**src/rtl/mult_state_seq.sv**
```systemverilog
// Control sequencer for a 4-iteration add/shift multiplier: walks CLR, LOAD, INIT,
// then four ADD/SHIFT pairs, and parks in DONE until start is released.
module mult_state_seq (
  input  logic       clk,
  input  logic       rst,
  input  logic       start,
  output logic [2:0] ps,
  output logic [1:0] cnt,
  output logic       busy,
  output logic       done
);

  // Encodings are fixed because the downstream decoder reads ps directly.
  typedef enum logic [2:0] {
    IDLE    = 3'b000,
    CLR     = 3'b001,
    LOAD    = 3'b010,
    INIT    = 3'b011,
    ADD     = 3'b100,
    SHIFT   = 3'b101,
    DONE    = 3'b110,
    ILLEGAL = 3'b111
  } state_t;

  logic [2:0] state_reg;
  state_t     state_next;
  logic [1:0] cnt_reg;
  logic [1:0] cnt_next;

  always_ff @(posedge clk) begin
    if (rst) begin
      state_reg <= IDLE;
      cnt_reg   <= 2'd0;
    end else begin
      state_reg <= state_next;
      cnt_reg   <= cnt_next;
    end
  end

  always_comb begin
    state_next = state_t'(state_reg);
    cnt_next   = cnt_reg;
    case (state_reg)
      IDLE: begin
        if (start) state_next = CLR;
      end
      CLR: begin
        state_next = LOAD;
        cnt_next   = 2'd0;
      end
      LOAD:  state_next = INIT;
      INIT:  state_next = ADD;
      ADD:   state_next = SHIFT;
      SHIFT: begin
        // cnt saturates at 3 on exit so it never wraps inside an operation.
        if (cnt_reg == 2'd3) begin
          state_next = DONE;
        end else begin
          state_next = ADD;
          cnt_next   = cnt_reg + 2'd1;
        end
      end
      DONE: begin
        if (!start) state_next = IDLE;
      end
      default: begin
        state_next = IDLE;
        cnt_next   = 2'd0;
      end
    endcase
  end

  assign ps   = state_reg;
  assign cnt  = cnt_reg;
  assign busy = (state_reg != IDLE) && (state_reg != DONE) && (state_reg != ILLEGAL);
  assign done = (state_reg == DONE);

endmodule

```
**config.mk**
```make
export PLATFORM = sky130hd
export DESIGN_NAME = mult_state_seq
export DESIGN_NICKNAME = d
export VERILOG_FILES = /design/src/rtl/mult_state_seq.sv
export SDC_FILE = /design/constraint.sdc
export NUM_CORES = 1
export LEC_CHECK = 0
export CAP_MARGIN = 0
export CORE_AREA = 2 2 39 41
export CTS_CLUSTER_DIAMETER = 40
export DETAILED_ROUTE_END_ITERATION = 10
export DIE_AREA = 0 0 41 43
export GPL_ROUTABILITY_DRIVEN = 1
export MAX_ROUTING_LAYER = met4
export PLACE_DENSITY = 0.54
export RECOVER_POWER = 100
export SYNTH_ARGS = -nofsm -noshare
export SYNTH_HDL_FRONTEND = slang
export SYNTH_SLANG_ARGS = --single-unit
```
**constraint.sdc**
```tcl
create_clock -name clk -period 1.26 [get_ports clk]
set_input_delay 0.189 -clock clk [delete_from_list [all_inputs] [get_ports clk]]
set_output_delay 0.189 -clock clk [all_outputs]
set_load 0.02 [all_outputs]
```
==> out/qor.yml <==
violations: "negative setup slack"
numCtsBuffers: 3
synth_most_common_cell: "dfxtp_1"
synthDistinctLibCells: 21
grtUsageTotal_pct: 9.45
fin_util_pct: 37.5
grt_overflow: 0
io_buffers: 9
fin_skew_ns: 0.00745
max-slew-margin-rel_pct: 70.6
num_antenna_cells: 0
initial_core_util_pct: 22.0
min_period_ns: 1.27
cts_tree: "built"
yosysWarnings: 0
rows: 14
cts_root_buffer: "clkbuf_4"
wl_per_cell_um: 10.6
h-tree-depth: 1
antenna_left: 0
max_freq_ghz: 0.786
synth_area_leaders: "dfxtp_1, nor2_8, a311oi_1"
period_share_pct: 101
cp_slowest_cell: "dfxtp_4"
worst-setup-path-type: "register to register"
io_pins: 10
peakVddDrop_v: 0.000428
r2r_start: "cnt[0]"
synth_seq_cells: 5
drc: 0
timing.final.hold_violations: 0
yosys.area.top_type_share_pct: 32.9
cp_cell_sequence: "ha_4, nor2_8, or3_1, a221oi_2"
r2r_slack_ns: -0.01
tightest_slew_ns: 0.431
report.final.slew_viol_count: 0
rsz0062_at_grt: "true"
async_flop_share_pct: 0
grt_pass1_wl_um: 1080
worstPathRequired_ns: 1.41
detailed_place_hpwl_um: 591
largest_reg_flops: 3
p_per_area_nw_per_um2: 1030
dieHeight_um: 43
synth-edff-count: 0
nNetsFinal: 59
p_leak_nw: 0.219
netlist_area_sq_um: 304
clk_latency_ns: 0.25
first_pass_iters: 4
avgSynthCellArea_sq_um: 9.50
antenna_found_initial: 0
endpoint_kind: "register"
holdPathStages: 1
max-cap-violations: 0
area_growth_pct: 70.8
viasPerCell: 4.51
wirelength_um: 745
cts_setup_buffers: 0
worstHoldPathType: "register to register"
worstPathMaxFanout: 2
die_area_sq_um: 1760
syn_inst: 32
arrival_ns: 1.42
max_stage_delay_ns: 0.34
holdPathEnd: "ps[0]"
yosysTopAreaCell: "dfxtp_1"
drt_iter0_drc: 4
hold_start: "ps[1]"
setup_violations: 1
grt_max_degree: 8
drive_gt1_share_pct: 51.9
worst-r2r-cell-count: 4
die_w_um: 41
routed-via-count: 316
timing.final.ws_setup_ns: -0.0123
yosysSeqAreaShare_pct: 32.9
clkTransAtPathRegs_ns: 0.05
synth_commonest_cells: "dfxtp_1, a21oi_1"
gp_congestion: 0.722
cts_buffer_depth: 2
grt_pass1_vias: 273
clkSinkCount: 5
coreArea_sq_um: 1380
syn_nets: 36
outcome: "finished with violations"
finalPower_mw: 0.533
synthFlopType: "dfxtp_1"
r2r_end: "cnt[1]"
fill_cells: 151
cp-start-kind: "register"
layout make-up:
type                    instances  area (sq um)  area share (%)
multi-input cells              23           198            38.1
repair buffers                 20           159            30.6
flip-flops and latches          5           109            21.0
clock buffers                   4          26.3            5.06
well taps                      16          20.0            3.86
inverters                       2          7.51            1.45
critical path, delay by kind of cell (launching register included):
kind	cells	cell delay (ns)
AOI/OAI and AO/OA	1	0.21
adders and majority gates	1	0.28
DFF	1	0.34
and+or+nand+nor	2	0.34
per-stage QoR:
stage | worst slack (ns) | area (sq um) | std cells | hold WS (ns) | setup TNS, ns
finish | -0.0123 | 519 | 70 | 0.550 | -0.0123
detailed placement | -0.0736 | 500 | 66 | 0.541 | -0.261
floorplan | -0.0409 | 327 | 32 | 0.248 | -0.0409
global placement | -0.0605 | 500 | 66 | 0.512 | -0.181
global route | -0.0630 | 519 | 70 | 0.557 | -0.0704
CTS | -0.0334 | 526 | 70 | 0.540 | -0.0341
report_power, final:
part           internal [mW]  switching, mW  leakage [nW]
clock                  0.121         0.0773        0.0150
sequential             0.170         0.0138        0.0432
combinational         0.0781         0.0740         0.160
cell usage in the layout, fill, tap and decap left out, drive strengths merged:
cell and n:
nor3 2, clkbuf 6, clkdlybuf4s15 2, nand2 2, and3 1, or3 1
a2111oi 1, ha 1, inv 2, dfxtp 5, o21ai 2, nor3b 1
a221oi 1, a21oi 3, a311oi 2, buf 11, clkdlybuf4s50 2, nor2 1
o31ai 1, nor2b 2, xnor2 1, nand2b 1, dlygate4sd2 3
per-layer routing:
metal | vias to the layer above | wire (um) | global-route usage, %
li1 | 162 | - | -
met1 | 145 | 367 | 11.8
met2 | 7 | 328 | 12.5
met3 | 2 | 36 | 4.71
met4 | 0 | 13 | 4.00
met5 | - | 0 | -
worst max path at each step:
stage	from	slack, ns	depth (start not counted)	to
CTS	cnt[0]	-0.03	4	cnt[1]
detailed placement	ps[1]	-0.07	3	busy
global placement	ps[0]	-0.06	3	busy
floorplan	cnt[0]	-0.04	4	cnt[1]
global route	cnt[0]	-0.06	4	cnt[1]
finish	cnt[0]	-0.01	4	cnt[1]
logic make-up after synthesis:
logic type               share of synthesized area, %
AND/OR/NAND/NOR                                  28.0
AO/OA/AOI/OAI                                    24.3
flip-flops                                       32.9
buffers and inverters                            7.81
XOR/XNOR                                         2.88
adder cells (fa/ha/maj)                          4.11
what timing repair did:
action | 4_1_cts | 5_1_grt
hold buffers | 0 | 0
endpoints found under the setup margin | 8 | 6
pin swaps | 2 | 0
resized for setup | 13 | 4
Power figures use the tool's default switching activity.
